$ cat src/rtl/id_ex_register.sv
// ID/EX pipeline register.
// Captures the decoded instruction from ID for use by EX on the next cycle.
// Per-edge priority: reset (rst low) > flush (bubble) > freeze (hold) > load.
// Optional feature: define ID_EX_BUBBLE_CNT_EN to build a saturating 16-bit
// bubble counter on bubble_cnt. Without it, bubble_cnt is tied to zero.

module id_ex_register #(
    parameter int unsigned WORD_W = 32
) (
    input  logic              clk,
    input  logic              rst,
    input  logic              freeze,
    input  logic              flush,

    input  logic              id_valid,
    input  logic [WORD_W-1:0] id_pc,
    input  logic              id_wb_en,
    input  logic              id_mem_r_en,
    input  logic              id_mem_w_en,
    input  logic              id_b,
    input  logic              id_s,
    input  logic [3:0]        id_exe_cmd,
    input  logic [WORD_W-1:0] id_val_rn,
    input  logic [WORD_W-1:0] id_val_rm,
    input  logic              id_imm,
    input  logic [11:0]       id_shift_operand,
    input  logic [23:0]       id_signed_imm_24,
    input  logic [3:0]        id_dest,
    input  logic [3:0]        id_src1,
    input  logic [3:0]        id_src2,
    input  logic [3:0]        id_sr,

    output logic              ex_valid,
    output logic [WORD_W-1:0] ex_pc,
    output logic              ex_wb_en,
    output logic              ex_mem_r_en,
    output logic              ex_mem_w_en,
    output logic              ex_b,
    output logic              ex_s,
    output logic [3:0]        ex_exe_cmd,
    output logic [WORD_W-1:0] ex_val_rn,
    output logic [WORD_W-1:0] ex_val_rm,
    output logic              ex_imm,
    output logic [11:0]       ex_shift_operand,
    output logic [23:0]       ex_signed_imm_24,
    output logic [3:0]        ex_dest,
    output logic [3:0]        ex_src1,
    output logic [3:0]        ex_src2,
    output logic [3:0]        ex_sr,

    output logic [15:0]       bubble_cnt
);

    // A bubble and a reset both clear the stage, so they share one path.
    logic clear;
    // A normal load happens only when nothing of higher priority is active.
    logic load;

    // Decode the per-edge action from the control inputs.
    always_comb begin
        clear = !rst || flush;
        load  = !freeze;
    end

    // Control bits are qualified by id_valid so a non-instruction can never
    // write the register file or memory, even if ID leaves them set.
    always_ff @(posedge clk) begin
        if (clear) begin
            ex_valid    <= 1'b0;
            ex_wb_en    <= 1'b0;
            ex_mem_r_en <= 1'b0;
            ex_mem_w_en <= 1'b0;
            ex_b        <= 1'b0;
            ex_s        <= 1'b0;
        end else if (load) begin
            ex_valid    <= id_valid;
            ex_wb_en    <= id_wb_en    && id_valid;
            ex_mem_r_en <= id_mem_r_en && id_valid;
            ex_mem_w_en <= id_mem_w_en && id_valid;
            ex_b        <= id_b        && id_valid;
            ex_s        <= id_s        && id_valid;
        end
    end

    // Data and index fields pass through unmodified; val2 is built in EX.
    always_ff @(posedge clk) begin
        if (clear) begin
            ex_pc            <= '0;
            ex_exe_cmd       <= '0;
            ex_val_rn        <= '0;
            ex_val_rm        <= '0;
            ex_imm           <= 1'b0;
            ex_shift_operand <= '0;
            ex_signed_imm_24 <= '0;
            ex_dest          <= '0;
            ex_src1          <= '0;
            ex_src2          <= '0;
            ex_sr            <= '0;
        end else if (load) begin
            ex_pc            <= id_pc;
            ex_exe_cmd       <= id_exe_cmd;
            ex_val_rn        <= id_val_rn;
            ex_val_rm        <= id_val_rm;
            ex_imm           <= id_imm;
            ex_shift_operand <= id_shift_operand;
            ex_signed_imm_24 <= id_signed_imm_24;
            ex_dest          <= id_dest;
            ex_src1          <= id_src1;
            ex_src2          <= id_src2;
            ex_sr            <= id_sr;
        end
    end

`ifdef ID_EX_BUBBLE_CNT_EN
    logic [15:0] bubble_cnt_q;
    logic [15:0] bubble_cnt_d;
    logic        bubble_evt;

    // A bubble enters EX on a flush, or on a normal load of an invalid slot.
    always_comb begin
        bubble_evt   = flush || (!freeze && !id_valid);
        bubble_cnt_d = bubble_cnt_q;
        if (bubble_evt && (bubble_cnt_q != 16'hFFFF)) begin
            bubble_cnt_d = bubble_cnt_q + 16'd1;
        end
    end

    // Counter register; reset overrides any pending bubble.
    always_ff @(posedge clk) begin
        if (!rst) begin
            bubble_cnt_q <= '0;
        end else begin
            bubble_cnt_q <= bubble_cnt_d;
        end
    end

    assign bubble_cnt = bubble_cnt_q;
`else
    assign bubble_cnt = 16'h0000;
`endif

endmodule

$ cat config.mk
export PLATFORM = sky130hd
export DESIGN_NAME = id_ex_register
export DESIGN_NICKNAME = d
export VERILOG_FILES = /design/src/rtl/id_ex_register.sv
export SDC_FILE = /design/constraint.sdc
export NUM_CORES = 1
export LEC_CHECK = 0
export BUFFER_PORTS_ARGS = -buffer_cell sky130_fd_sc_hd__buf_2
export CORE_MARGIN = 5
export CORE_UTILIZATION = 32
export CTS_BUF_LIST = sky130_fd_sc_hd__clkbuf_8
export CTS_CLUSTER_SIZE = 20
export DETAILED_ROUTE_END_ITERATION = 7
export SLEW_MARGIN = 0
export SYNTH_ARGS = -nofsm -noshare
export SYNTH_HDL_FRONTEND = slang
export SYNTH_SLANG_ARGS = --single-unit
$ cat constraint.sdc
create_clock -name clk -period 1.1 [get_ports clk]
set_input_delay 0 -clock clk [delete_from_list [all_inputs] [get_ports clk]]
set_output_delay 0 -clock clk [all_outputs]
set_load 0.03 [all_outputs]
; Word-level counts from Yosys, hierarchy flattened
; Index checks and enable logic that the tools add are counted.
; W data, S select, Z words.
[word_totals]
regBits = 159
input_bits = 163
out_inout_bits = 175
word_cells = 24
[classes]
n_reduce_logical = 7
[ops]
columns = operator, n
row1 = $logic_and A1 B1 Y1, 5
row2 = $logic_not A1 Y1, 1
row3 = $logic_or A1 B1 Y1, 1

; Longest topological paths before layout
; Gate-level depths: netlist (run 1).
[depth]
depth_word = 2
ltp_mapped = 5

; Worst setup path after synthesis (run 1)
; OpenSTA, ideal clock, no wires.
[synth_timing]
kind = reg-to-reg
start = register, netlist name ex_dest[0]
end = register ex_dest[0]
setup_time_ns = 0.065
arrival_time_ns = 0.673
t_required_ns = 1.035
slack_ns = 0.362
path_stages_with_launch = 3
path_buffers = 0
period_less_slack_ns = 0.738
path_cell_list = dfxtp_1 > mux2i_1 > nor2_1
[synth_rtl]
columns = item, line
row1 = end signal: assignment, 107  ; ex_dest <= id_dest;
row2 = end: declaration, 46  ; output logic [3:0] ex_dest,

; Final worst setup path (run 1)
[layout_timing]
start = input port rst
end = register ex_src1[2]
[layout_between]
elab_chain_len = 2
[layout_lines]
columns = item, line
row1 = start: declaration, 11  ; input logic rst,
row2 = $logic_not A1 Y1, 61  ; clear = !rst || flush;
row3 = $logic_or A1 B1 Y1, 61
row4 = end signal: assignment, 108  ; ex_src1 <= id_src1;
row5 = end: declaration, 47  ; output logic [3:0] ex_src1,
; Every way passes these cells.
; A chain may end at the register's enable or synchronous reset.

==> results.tsv, run 1 <==
metric	value	unit
Post-Syn Area	5940	um2
Synth Area in Compound Gates	0.00422	
Setup TNS	0	ns
Filler cells	1576	
Clk Latency, worst-skew pair	0.42	ns
crit path launch	rst	
IO Count	338	
critical path peak fanout	4	
Final nets	1187	
vias in the first global route	5720	
Final period util	0.960	
post-route cell area	9640	um2
Bufs on Longest Clock Path	2	
Root Driver	clkbuf_8	
register area share after synthesis	0.536	
power density over cell area	1320	nW/um2
largest family of logic cells by synthesized area	multiplexers	
FP Rows	49	
largest cells by area after synthesis	dfxtp_1, mux2i_1, nor2_1, buf_12, buf_4	
Synth top area share	0.536	
largest net degree at the start of global routing	66	
minimum clock period	1.06	ns
asr flop ratio synth	0	
dominant cell type by area after synthesis	dfxtp_1	
startpoint types	input pin	
most common cell in the netlist	dfxtp_1	
synth cell count leaders	dfxtp_1, mux2i_1, nor2_1	
Synth Area in Adders	0	
Hold Path Class	input pin to flip-flop	
CP endpoint kind	flip-flop	
yosys warns	0	
met2 Track Usage GR	0.299	
final setup fails	0	
die height	146	um
TritonRoute pass-1 iters	4	
CP Capture Point	ex_src1[2]	
die area	21400	um2
total power	0.0127	W
LEAKAGE	4.98	nW
number of synthesized flops with an enable pin	0	
via/cell ratio	4.34	
Vias	5490	
Setup Fix Bufs, Post-CTS	0	
Simple-Gate Fraction of Synth Area	0.109	
area delta synth->final	62.4	%
fmax	0.947	GHz
fraction of layout cells with a size suffix above 1	0.359	
# H-tree levels	4	
drt total wl	18.5	mm
core box area	18100	um2
Slew Viols, Final	0	
post-synthesis mux area share	0.260	
Syn Inst Count	536	
Antenna diodes	0	
worst endpoint required time	1.43	ns
initial drt markers	122	
global-route wire length before repair	29.9	mm
Routability Congestion	0.753	
Storage cell area	3180	um2
number of max-cap violations	0	
top_reg_cell synth	dfxtp_1	
XOR/XNOR Fraction of Synth Area	0	
Worst-path clk slew	0.09	ns
syn avg cell area	11.1	um2
placed inst area	7550	um2
FF-to-FF path depth	2	
initial cell density of the core	0.328	
# port buffers	321	
DRC Markers	0	
gr ovfl total	0	
Critical R2R Capture	ex_exe_cmd[1]	
CTS Buf Count	17	
DRT antenna net count	0	
placed insts	1068	
RR Startpoint	ex_exe_cmd[1]	
Final Hold Vio Count	0	
Critical Path AT	1.39	ns
register bit total from synthesis	159	
most used routing layer	met2	
All-Layer GR Usage	0.170	
Post-DP HPWL	12.0	mm
met1 Use GR	0.189	
Max VDD drop	0.000826	V
die width	146	um
CTS tree	built	
initial antenna violation count	0	
unrepaired setup endpoints after global routing	false	
Clock Sinks	159	
skew final	0	ns
Unique masters post-synth	14	
area of the multi-input gates	2270	um2
met3 usage	0.0555	
fin cells	1265	
Worst R2R Setup Slack	0.41	ns
status	finished clean	
average wire per standard cell	14.6	um
Crit Path Class	input pin to flip-flop	
[per-layer routing]
metal | vias up | routed length [um] | share of wire
met3 | 33 | 1320 | 0.071
met5 | - | 0 | 0
met2 | 225 | 9380 | 0.51
met4 | 0 | 545 | 0.029
met1 | 2521 | 7290 | 0.39
li1 | 2711 | - | -
[through the flow]
stage               hold slack, ns  worst slack [ns]  utilization
global placement             0.227             0.150        0.418
CTS                         0.0182            0.0139        0.533
finish                      0.0598            0.0438        0.533
floorplan                    0.144             0.362            -
detailed placement           0.237             0.130        0.418
global route                0.0422           0.00584        0.533
[layout by cell type (no fill, tap or decap)]
cell / Yosys / final
buf_2: 11 / 319
dlygate4sd3_1: 0 / 166
dfxtp_1: 159 / 158
mux2i_1: 154 / 154
nor2_1: 154 / 154
clkbuf_8: 0 / 24
conb_1: 1 / 16
buf_4: 18 / 15
nand2_1: 5 / 5
nand3b_1: 5 / 5
a21oi_1: 5 / 5
buf_12: 11 / 4
inv_6: 0 / 2
bufinv_16: 0 / 2
nand2b_4: 1 / 1
clkinv_4: 0 / 1
inv_1: 0 / 1
clkinvlp_4: 0 / 1
clkinv_2: 0 / 1
dfxtp_2: 0 / 1
clkbuf_4: 0 / 1
[power breakdown]
part,total [W],switching [W],internal [W]
logic,0.00218,0.00112,0.00106
clock network,0.00449,0.00211,0.00238
registers,0.00603,0.0000933,0.00594
[cell families (layout without fill, tap and decap cells)]
kind of cell,after synthesis,after routing
mux,154,154
compound gates,5,5
flops,159,159
other cells,1,16
simple gates,165,165
buf+inv,52,537
[layout make-up]
cell class	count	share of cell area
Timing Repair Buffer	506	0.360
Sequential cell	159	0.330
Multi-Input combinational cell	340	0.236
Clock buffer	23	0.0328
Tap cell	229	0.0297
Clock inverter	8	0.0106
[sequential cells by signal, indices dropped and copies added, names as in the netlist, 4 cells and up]
register / flops
ex_pc: 32
ex_val_rm: 32
ex_val_rn: 32
ex_signed_imm_24: 24
ex_shift_operand: 12
ex_dest: 4
ex_exe_cmd: 4
ex_sr: 4
ex_src1: 4
ex_src2: 4
[worst min path at each step]
stage / end / cells past startpoint / slack [ns] / from
after floorplan: ex_dest[0] / 2 / 0.14 / id_dest[0]
after global placement: ex_signed_imm_24[20] / 3 / 0.23 / id_signed_imm_24[20]
after detailed placement: ex_val_rn[29] / 3 / 0.24 / id_val_rn[29]
after CTS: ex_val_rn[14] / 3 / 0.02 / freeze
after global routing: ex_val_rn[14] / 3 / 0.04 / freeze
final: ex_val_rm[27] / 3 / 0.06 / freeze
[timing repair]
action,in CTS,in global routing
endpoints found under the setup margin,0,1
endpoints found under the hold margin,159,0
resized for setup,0,2
hold buffers,166,0
[worst max-delay path, stage by stage]
cell and delay (ns):
dlygate4sd3_1 0.53, buf_2 0.14, nand2b_4 0.11, dlygate4sd3_1 0.57, nor2_1 0.05
Power figures use the tool's default switching activity.
==> run 2, diff against run 1 <==
SETUP_SLACK_MARGIN = 0.3   (was not set)
==> run 2 against run 1 <==
  * Combinational power is 13% higher
  * Sequential share of layout area fell by 2.2 points
  * Non-clock buffer count increased by 17
  * Die area is the same
  * Fmax rose by 13%
  * Sequential cell count stayed put
  * Register-to-register slack lost 0.19 ns
  * Via count is 3.4% higher
  * Sequential power increased by 1%
  * Clock skew did not move
  * Critical endpoint is now ex_val_rm[19]
==> results.tsv, run 2 (synthesis gave the netlist of run 1 again) <==
metric	value	unit	change
status	finished clean		
Bufs on Longest Clock Path	2		unchanged
vias in the first global route	6053		+5.8%
Critical-path top delay cell	dfxtp_2		
Setup TNS	0	ns	unchanged
Root Driver	clkbuf_8		
area delta synth->final	84.5	%	
worst path bufs/invs	1		-2
die width	146	um	unchanged
via/cell ratio	4.42		+1.8%
final setup fails	0		unchanged
Slew Viols, Final	0		unchanged
Worst-path clk slew	0.09	ns	about the same
average wire per standard cell	16.3	um	+11%
minimum clock period	0.938	ns	-0.119 ns
CTS Buf Count	17		unchanged
startpoint types	flip-flop		
IO Count	338		unchanged
# H-tree levels	4		unchanged
CTS tree	built		
Final Hold Vio Count	0		unchanged
most common cell after layout, fill and taps aside	buf_2		
initial drt markers	131		+7.4%
die height	146	um	unchanged
Crit path largest cell delay	0.37	ns	-0.20 ns
All-Layer GR Usage	0.190		+0.0193
Post-DP HPWL	12.0	mm	unchanged
Clock Sinks	159		unchanged
DRC Markers	0		unchanged
DRT antenna net count	0		unchanged
global-route wire length before repair	32.6	mm	+9.0%
final core utilization	0.605		+0.0726
power density over cell area	1190	nW/um2	-9.5%
worst endpoint required time	1.10	ns	-0.33 ns
TritonRoute pass-1 iters	5		+1
Crit Path Class	flip-flop to output pin		
commonest non-fill, non-tap cells in the layout	buf_2, dlygate4sd3_1, buf_6		
FP Rows	49		unchanged
Hold Path Class	input pin to flip-flop		
die area	21400	um2	unchanged
Crit path max-delay family	flip-flops		
Max VDD drop	0.000850	V	+3.0%
CP endpoint kind	output pin		
gr ovfl total	0		unchanged
top flop regs	ex_pc: 32 flops, ex_val_rm: 32 flops, ex_val_rn: 32 flops		
Routability Congestion	0.753		unchanged
Final period util	0.852		-0.108
Filler cells	1368		-13%
Clk Latency, worst-skew pair	0.42	ns	about the same
largest net degree at the start of global routing	66		unchanged
unrepaired setup endpoints after global routing	true		
core box area	18100	um2	unchanged
fraction of layout cells with a size suffix above 1	0.525		+0.166
skew final	0	ns	unchanged
initial cell density of the core	0.328		unchanged
fmax	1.07	GHz	+13%
Final nets	1204		+1.4%
critical path peak fanout	2		-2
Vias	5677		+3.4%
# port buffers	321		unchanged
number of max-cap violations	0		unchanged
initial antenna violation count	3		+3
LEAKAGE	5.28	nW	+6.1%
Critical Path AT	0.94	ns	-0.45 ns
critical-path cell list	buf_6		
drt total wl	21.0	mm	+13%
## run 2: cell types whose count changed in the layout (fill, tap and decap cells not counted), moves of 6 or more
cell	delta
buf_2	-158
buf_4	+22
buf_6	+160
dfxtp_1	-158
dfxtp_2	+158
dlygate4sd3_1	-6
## run 2: area by class of cell
type	instances	area (um2)	share of cell area
diodes	3	7.51	0.000686
multi-input cells	340	2270	0.208
repair buffers	523	4580	0.418
clock inverters	8	103	0.00937
flip-flops and latches	159	3380	0.309
clock buffers	23	317	0.0289
well taps	229	287	0.0262
## run 2: routing by layer
metal | wire, um | GRT usage | share of wire | up-vias
met5 | 0 | 0 | 0 | -
li1 | - | - | - | 2742
met3 | 1400 | 0.0542 | 0.067 | 38
met4 | 599 | 0.0833 | 0.029 | 0
met2 | 11200 | 0.350 | 0.53 | 231
met1 | 7770 | 0.200 | 0.37 | 2666
## run 2: power breakdown
group | leakage [nW] | total (W) | internal [W] | switching, W
Combinational | 3.70 | 0.00246 | 0.00129 | 0.00116
Clock | 0.216 | 0.00450 | 0.00238 | 0.00212
Sequential | 1.37 | 0.00612 | 0.00598 | 0.000140
## run 2: stage by stage
stage / std cells / setup slack [ns] / hold slack (ns) / instance area [um2] / total power (W)
after floorplan: 551 / 0.362 / 0.144 / 5990 / 0.00737
after global placement: 1068 / 0.150 / 0.227 / 7550 / 0.00784
after detailed placement: 1068 / 0.130 / 0.237 / 7550 / 0.00785
after CTS: 1264 / 0.109 / 0.0181 / 10800 / 0.0132
after global routing: 1285 / 0.100 / 0.0572 / 11000 / 0.0137
final: 1285 / 0.162 / 0.0660 / 11000 / 0.0131
## run 2: worst paths after layout
path / from / to / slack [ns] / depth (start not counted)
worst max-delay path: ex_val_rm[19] / ex_val_rm[19] / 0.16 / 1
worst min register to register: ex_wb_en / ex_wb_en / 0.47 / 2
worst max register to register: ex_val_rm[5] / ex_val_rm[5] / 0.22 / 4
worst min-delay path: freeze / ex_val_rm[27] / 0.07 / 3
## run 2: timing repair
| action | 4_1_cts | 5_1_grt |
|---|---|---|
| endpoints found under the setup margin | 159 | 160 |
| endpoints found under the hold margin | 159 | 0 |
| pin swaps | 0 | 1 |
| hold buffers | 160 | 0 |
| buffers inserted | 5 | 18 |
| gates resized for setup | 477 | 1 |
